## src/rtl/pwm_update_scheduler.sv

```systemverilog
// rtl/pwm_update_scheduler.sv - converts per-channel duty/phase into PWM edge pairs
// and commits all channels together on the last count of a PWM period.
module pwm_update_scheduler #(
   parameter int WIDTH = 13,
   parameter int CYCLE = 4096,
   parameter int DEPTH = 4
) (
   input  logic                     CLK,
   input  logic                     RST,
   input  logic [WIDTH-1:0]         TIME_CNT,
   input  logic                     UPDATE,
   input  logic [DEPTH*WIDTH-1:0]   DUTY,
   input  logic [DEPTH*WIDTH-1:0]   PHASE,
   output logic [DEPTH*WIDTH-1:0]   RISE,
   output logic [DEPTH*WIDTH-1:0]   FALL,
   output logic                     BUSY,
   output logic                     COMMIT
);

   localparam logic [1:0] S_IDLE = 2'd0;
   localparam logic [1:0] S_CALC = 2'd1;
   localparam logic [1:0] S_WAIT = 2'd2;

   localparam logic [WIDTH-1:0]        CYC_U    = WIDTH'(CYCLE);
   localparam logic [WIDTH-1:0]        CNT_LAST = WIDTH'(CYCLE - 1);
   localparam logic signed [WIDTH:0]   CYC_S    = (WIDTH+1)'(CYCLE);
   localparam logic [DEPTH-1:0]        IDX_LAST = DEPTH'(DEPTH - 1);

   logic [1:0]               state;
   logic [DEPTH-1:0]         idx;
   logic [DEPTH*WIDTH-1:0]   cap_duty;
   logic [DEPTH*WIDTH-1:0]   cap_phase;
   logic [DEPTH*WIDTH-1:0]   shadow_rise;
   logic [DEPTH*WIDTH-1:0]   shadow_fall;

   logic [WIDTH-1:0]         duty_sel;
   logic [WIDTH-1:0]         phase_sel;
   logic [WIDTH-1:0]         d_clamp;
   logic [WIDTH-1:0]         p_wrap;
   logic [WIDTH-1:0]         d_half;
   logic [WIDTH-1:0]         d_rest;
   logic signed [WIDTH:0]    rise_raw;
   logic signed [WIDTH:0]    fall_raw;
   logic signed [WIDTH:0]    rise_w;
   logic signed [WIDTH:0]    fall_w;
   logic [WIDTH-1:0]         rise_calc;
   logic [WIDTH-1:0]         fall_calc;

   // Shared edge datapath: only the channel addressed by idx is evaluated each cycle.
   always_comb begin
      duty_sel  = '0;
      phase_sel = '0;
      for (int i = 0; i < DEPTH; i++) begin
         if (idx == DEPTH'(i)) begin
            duty_sel  = cap_duty[i*WIDTH +: WIDTH];
            phase_sel = cap_phase[i*WIDTH +: WIDTH];
         end
      end
   end

   always_comb begin
      d_clamp  = (duty_sel > CYC_U) ? CYC_U : duty_sel;
      p_wrap   = (phase_sel >= CYC_U) ? (phase_sel - CYC_U) : phase_sel;
      d_half   = d_clamp >> 1;
      d_rest   = d_clamp - d_half;
      rise_raw = $signed({1'b0, p_wrap}) - $signed({1'b0, d_half});
      fall_raw = $signed({1'b0, p_wrap}) + $signed({1'b0, d_rest});
      rise_w   = (rise_raw < 0) ? (rise_raw + CYC_S) : rise_raw;
      fall_w   = (fall_raw >= CYC_S) ? (fall_raw - CYC_S) : fall_raw;
      if (d_clamp == CYC_U) begin
         rise_calc = '0;
         fall_calc = CYC_U;
      end else begin
         rise_calc = WIDTH'(rise_w);
         fall_calc = WIDTH'(fall_w);
      end
   end

   always_ff @(posedge CLK) begin
      if (RST) begin
         state       <= S_IDLE;
         idx         <= '0;
         cap_duty    <= '0;
         cap_phase   <= '0;
         shadow_rise <= '0;
         shadow_fall <= '0;
         RISE        <= '0;
         FALL        <= '0;
         COMMIT      <= 1'b0;
      end else begin
         COMMIT <= 1'b0;
         case (state)
            S_IDLE: begin
               if (UPDATE) begin
                  cap_duty  <= DUTY;
                  cap_phase <= PHASE;
                  idx       <= '0;
                  state     <= S_CALC;
               end
            end
            S_CALC: begin
               for (int i = 0; i < DEPTH; i++) begin
                  if (idx == DEPTH'(i)) begin
                     shadow_rise[i*WIDTH +: WIDTH] <= rise_calc;
                     shadow_fall[i*WIDTH +: WIDTH] <= fall_calc;
                  end
               end
               if (idx == IDX_LAST) begin
                  idx   <= '0;
                  state <= S_WAIT;
               end else begin
                  idx <= idx + DEPTH'(1);
               end
            end
            S_WAIT: begin
               // Swap on the last count so generators see the new edges from count 0.
               if (TIME_CNT == CNT_LAST) begin
                  RISE   <= shadow_rise;
                  FALL   <= shadow_fall;
                  COMMIT <= 1'b1;
                  state  <= S_IDLE;
               end
            end
            default: begin
               state <= S_IDLE;
               idx   <= '0;
            end
         endcase
      end
   end

   assign BUSY = (state != S_IDLE);

endmodule
```

## config.mk

```make
export PLATFORM = sky130hd
export DESIGN_NAME = pwm_update_scheduler
export DESIGN_NICKNAME = d
export VERILOG_FILES = /design/src/rtl/pwm_update_scheduler.sv
export SDC_FILE = /design/constraint.sdc
export NUM_CORES = 1
export LEC_CHECK = 0
export CORE_MARGIN = 5
export CORE_UTILIZATION = 40
export CTS_CLUSTER_DIAMETER = 80
export DETAILED_ROUTE_END_ITERATION = 6
export PLACE_DENSITY = 0.73
export SLEW_MARGIN = 10
export SYNTH_ARGS = -nofsm -noshare
export SYNTH_HDL_FRONTEND = slang
export SYNTH_SLANG_ARGS = --single-unit
```

## constraint.sdc

```tcl
create_clock -name CLK -period 7.4 [get_ports CLK]
set_input_delay 1.48 -clock CLK [delete_from_list [all_inputs] [get_ports CLK]]
set_output_delay 1.48 -clock CLK [all_outputs]
set_load 0.01 [all_outputs]
```

Yosys cells after proc, flatten, opt, wreduce, memory -nomap -nowiden

Cells that the tools add are included.
Widths: inputs -> output; s select.

Bits in registers: 319
Output and inout bits: 106
Word-level logic and storage cells: 71
Bits of input ports: 120

Reduce and logical (&&, ||, !) cells: 12
Multiplexer cells: 22
Eq/ne operators: 10
Bitwise logic cells: 1
Add/subtract/negate cells: 7
$lt $le $gt $ge: 4

Operators with widths:

| kind                   | number |
|---|---|
| $mux 13                | 14 |
| $sub 13x13->13 const B | 2 |
| $add 13x13->14         | 1 |
| $ge 14x14->1 const B   | 1 |
| $lt 14x1->1 const B    | 1 |
| $reduce_and 2->1       | 7 |
| $sub 13x12->14         | 1 |
| $add 13x13->13 const B | 1 |
| $eq 13x12->1 const B   | 1 |
| $eq 13x13->1 const B   | 1 |
| $ge 13x13->1 const B   | 1 |
| $gt 13x13->1 const B   | 1 |
| $sub 13x12->13         | 1 |
| $pmux 4 s3             | 1 |
| $eq 4x2->1 const B     | 2 |
| $mux 4                 | 2 |
| $mux 2                 | 3 |
| $ne 2x2->1 const B     | 3 |
| $pmux 2 s3             | 1 |
| $add 4x1->4 const B    | 1 |
| $eq 4x1->1 const B     | 1 |
| $logic_not 4->1        | 1 |
| $reduce_and 3->1       | 1 |
| $eq 2x1->1 const B     | 1 |
| 6 further kinds        | 6 |

Depth between registers and ports, before layout

Depth in word-level cells: 12
Mapped depth: 22
Gate-level depth less buffers: 21

Least setup slack after synthesis

No wires, ideal clock.

Kind: reg2reg
Start: reg idx[0]
End: reg shadow_fall[12]
Buffers on the path: 2
Period minus slack after synthesis: 4.558 ns
Stages on the path, launching flop included: 21
Data arrival time: 4.473 ns
Data required time: 7.314 ns
Slack: 2.842 ns
Path through: dfxtp_1 -> inv_1 -> ha_1 -> buf_2 -> clkbuf_1 -> a222oi_1 -> nor3_1 -> o21ai_0 -> inv_1 -> ha_1 -> o311a_1 -> nor3_1 -> o41ai_1 -> a221o_1 -> xnor2_1 -> ha_1 -> nor4b_1 -> o211ai_1 -> a31oi_1 -> a31oi_1 -> a211oi_1

Word-level cells in the longest chain between the ends: 12
Elaborated cells between the ends (all ways): 25

Ends and longest elaborated chain:

| item                                                  | line    | source |
|---|---|---|
| from (decl)                                           | 30      | `logic [DEPTH-1:0] idx;` |
| from (signal assigned)                                | 112     | `idx <= idx + DEPTH'(1);` |
| $logic_not 4->1                                       | 54, 103 |  |
| $mux 13 (4 in series)                                 | 54      | `if (idx == DEPTH'(i)) begin` |
| $gt 13x13->1                                          | 62      | `d_clamp = (duty_sel > CYC_U) ? CYC_U : duty_sel;` |
| $mux 13                                               | 62      |  |
| $sub 13x12->13                                        | 65      | `d_rest = d_clamp - d_half;` |
| $add 13x13->14                                        | 67      | `fall_raw = $signed({1'b0, p_wrap}) + $signed({1'b0, d_rest});` |
| $sub 13x13->13 / $ge 14x14->1 (equally long branches) | 69      | `fall_w = (fall_raw >= CYC_S) ? (fall_raw - CYC_S) : fall_raw;` |
| $mux 13                                               | 69      |  |
| $mux 13                                               | 70      | `if (d_clamp == CYC_U) begin` |
| to (signal, indexed assignment)                       | 105     | `shadow_fall[i*WIDTH +: WIDTH] <= fall_calc;` |
| to (decl)                                             | 34      | `logic [DEPTH*WIDTH-1:0] shadow_fall;` |

Parallel ways exist; a longest one is shown, timed or not.
A chain may end at the register's enable or synchronous reset.

Worst setup path in the final report

Start: reg idx[1]
End: reg shadow_fall[51]

Word-level cells in the longest chain between the ends: 12
Elaborated cells between the ends (all ways): 25

Ends and longest elaborated chain:

| item                                                  | line |
|---|---|
| $logic_not 4->1                                       | 54 |
| $mux 13 (4 in series)                                 | 54 |
| $gt 13x13->1                                          | 62 |
| $mux 13                                               | 62 |
| $sub 13x12->13                                        | 65 |
| $add 13x13->14                                        | 67 |
| $sub 13x13->13 / $ge 14x14->1 (equally long branches) | 69 |
| $mux 13                                               | 69 |
| $mux 13                                               | 70 |

Parallel ways exist; a longest one is shown, timed or not.

==> flow_summary.yaml <==
run_status:
  outcome: "finished clean"
power_and_ir_drop:
  p_int_uw: 3056
  sw_frac_of_total: 0.3010
  vdd_drop_max_mv: 0.1504
  switching_power_uw: 1316
  p_seq_frac: 0.411
  powerDensity_nw_per_um2: 256.1
  p_comb_frac: 0.216
  p_leak_uw: 0.006158
  totalPowerFinal_uw: 4373
  p_clk_frac: 0.373
clock_tree:
  htreeDepth: 2
  clk_latency_ns: 0.52
  cts_resized: 0
  hold_buffers: 0
  cts.clk_slew.worst_paths_ns: 0.06
  cts.sinks: 315
  cts_max_path_buffers: 3
  cts-buffers-inserted: 34
  cts_tree: "done"
  postCtsSetupBuffers: 0
  cts_root_buf: "clkbuf_16"
logic_synthesis:
  yosys_warnings: 0
  synth_seq_cells: 315
  mappedNetlistArea_um2: 13580
  synth_edf_count: 0
  synth_top_area_share: 0.4643
  synthArstFlopShare: 0
  synthDistinctLibCells: 58
  synthesis.nets: 1903
  synth_top_area_cell: "dfxtp_1"
  syn_avg_cell_area_um2: 7.829
  yosys-top-cells-area: "dfxtp_1 46%, nand2_1 14%, a21oi_1 9.8%"
  ys_seq_area_frac: 0.4643
  yosys_most_used_dff: "dfxtp_1"
  synth.cells.most_frequent: "519 x nand2_1, 315 x dfxtp_1, 265 x a21oi_1, 104 x clkbuf_1, 75 x o21ai_0"
  yosys.cell_count.top_type: "nand2_1"
  synthCells: 1735
sta:
  relSlewSlack: 0.2456
  setup_tns_ns: 0
  finalCritPeriodShare: 0.7819
  finalHoldViolCount: 0
  fin_crit_ns: 5.786
  setup_viol: 0
  tightest_slew_ns: 1.129
  final_max_slew_viol_count: 0
  max_clock_freq_ghz: 0.1728
  skew_ns: 0.01562
  rsz0062_at_grt: "no"
placed_design:
  place_inst: 2297
  port_buffers: 221
  place_congestion: 0.8561
  dpl.hpwl_mm: 27.34
setup_path:
  path_max_fanout: 24
  r2r-start: "idx[1]"
  cp_data_arrival_time_ns: 6.22
  cp-start-kind: "flop"
  cp.required_ns: 7.83
  cp-startpoint: "idx[1]"
  setup.worst_path.class: "reg -> reg"
  end_kind: "flop"
routing:
  drt-pass1-iter-count: 5
  drc_errors: 0
  wl_per_cell_um: 16.86
  routed_via_density: 5.279
  drt_iter0_markers: 989
  vias: 12421
  ant_nets: 0
  wl_mm: 39.68
run:
  drv_cap: 0
floorplanning:
  ios: 226
  die_area_um2: 37740
  start_util: 0.4051
  dieHeight_um: 194.3
  rows: 67
  core-area_um2: 33530
  fp.dieW_um: 194.3
worst_hold_path:
  hp-start: "shadow_rise[2]"
  holdCritPathClass: "reg -> reg"
layout:
  layout.nets: 2053
  diodes: 0
  syn2layout_area_growth_pct: 25.70
  fin_cells: 2353
  drive_gt1_frac: 0.03937
grt:
  grt.overflow.total: 0
  track_usage: 0.2001
  grt_pass1_wl_mm: 62.44
  grt_max_degree: 172
  antenna_found_initial: 0
  grt_pass1_vias: 11752
[registers in the layout, summed over array words and instances (netlist names)]
signal	flops
COMMIT	1
FALL	52
RISE	52
cap_duty	52
cap_phase	48
idx	4
shadow_fall	52
shadow_rise	52
state	2
[cell usage in the layout, fill, tap and decap left out, drive strengths merged, types with 16 or more instances in the layout]
cell / instances
nand3b: 47
o21ai: 82
clkdlybuf4s50: 220
clkbuf: 48
dfxtp: 315
ha: 45
nor2: 66
nand2: 519
a22oi: 26
nor3: 20
buf: 16
inv: 26
a21oi: 265
nand3: 20
[power by group through the flow]
stage,logic [uW],registers [uW],clock network [uW]
after floorplan,600,1820,0
after global placement,911,1830,0
after detailed placement,926,1830,0
after CTS,930,1800,1660
after global routing,1020,1810,1740
final,943,1800,1630
[cells by family after synthesis]
family	count (synthesis)	share of synthesized area
and+or+nand+nor	749	0.2402
AOI/OAI and AO/OA	453	0.1923
DFF	315	0.4643
buffers and inverters	147	0.04228
adders and majority gates	48	0.04587
xor gates and xnor gates	21	0.01354
muxes	2	0.001474
[through the flow]
step	hold WS [ns]	utilization	setup WS [ns]	instance area [um2]
4_1_cts	0.4499	0.5092	1.576	17070
3_5_place_dp	0.4421	0.4772	1.585	16000
6_report	0.4477	0.5092	1.614	17070
3_3_place_gp	0.4361	0.4772	1.752	16000
2_1_floorplan	0.4271	-	2.842	13580
5_1_grt	0.4650	0.5092	1.068	17070
[routing by layer]
layer	part of all wire	wire, um	up-vias	global-route usage
met1	0.44	17390	5761	0.2714
met2	0.48	18920	395	0.3358
li1	-	-	6205	-
met3	0.062	2465	60	0.03076
met5	0	0	-	0
met4	0.023	895	0	0.05104
[critical path, stage by stage (launching register included)]
cell and delay (ns):
dfxtp_1 0.41, inv_1 0.09, ha_1 0.28, and2_1 0.52
a222oi_1 0.44, nor3_1 0.08, o21ai_0 0.65, inv_1 0.19
ha_1 0.29, o311a_1 0.40, nor3_1 0.30, o41ai_1 0.16
a221o_1 0.33, xnor2_1 0.13, ha_1 0.34, nor4b_1 0.22
o211ai_1 0.13, a31oi_1 0.19, a31oi_1 0.25, a211oi_1 0.29
[layout make-up]
| class | count | area [um2] |
|---|---|---|
| multi-input combinational | 1273 | 6713 |
| clock inverter | 8 | 96.34 |
| sequential | 315 | 6306 |
| timing repair buffer | 236 | 2330 |
| tap | 448 | 560.5 |
| clock buffer | 48 | 974.7 |
| inverter | 25 | 93.84 |
| fill | 3234 | 16460 |
[final timing paths]
check / to / slack [ns] / cells after the start
worst max register to register: shadow_fall[51] / 1.61 / 19
worst min-delay path: RISE[2] / 0.45 / 2
worst max-delay path: shadow_fall[51] / 1.61 / 19
worst min register to register: RISE[2] / 0.45 / 2
No activity file was read; power rests on OpenSTA's default activity.
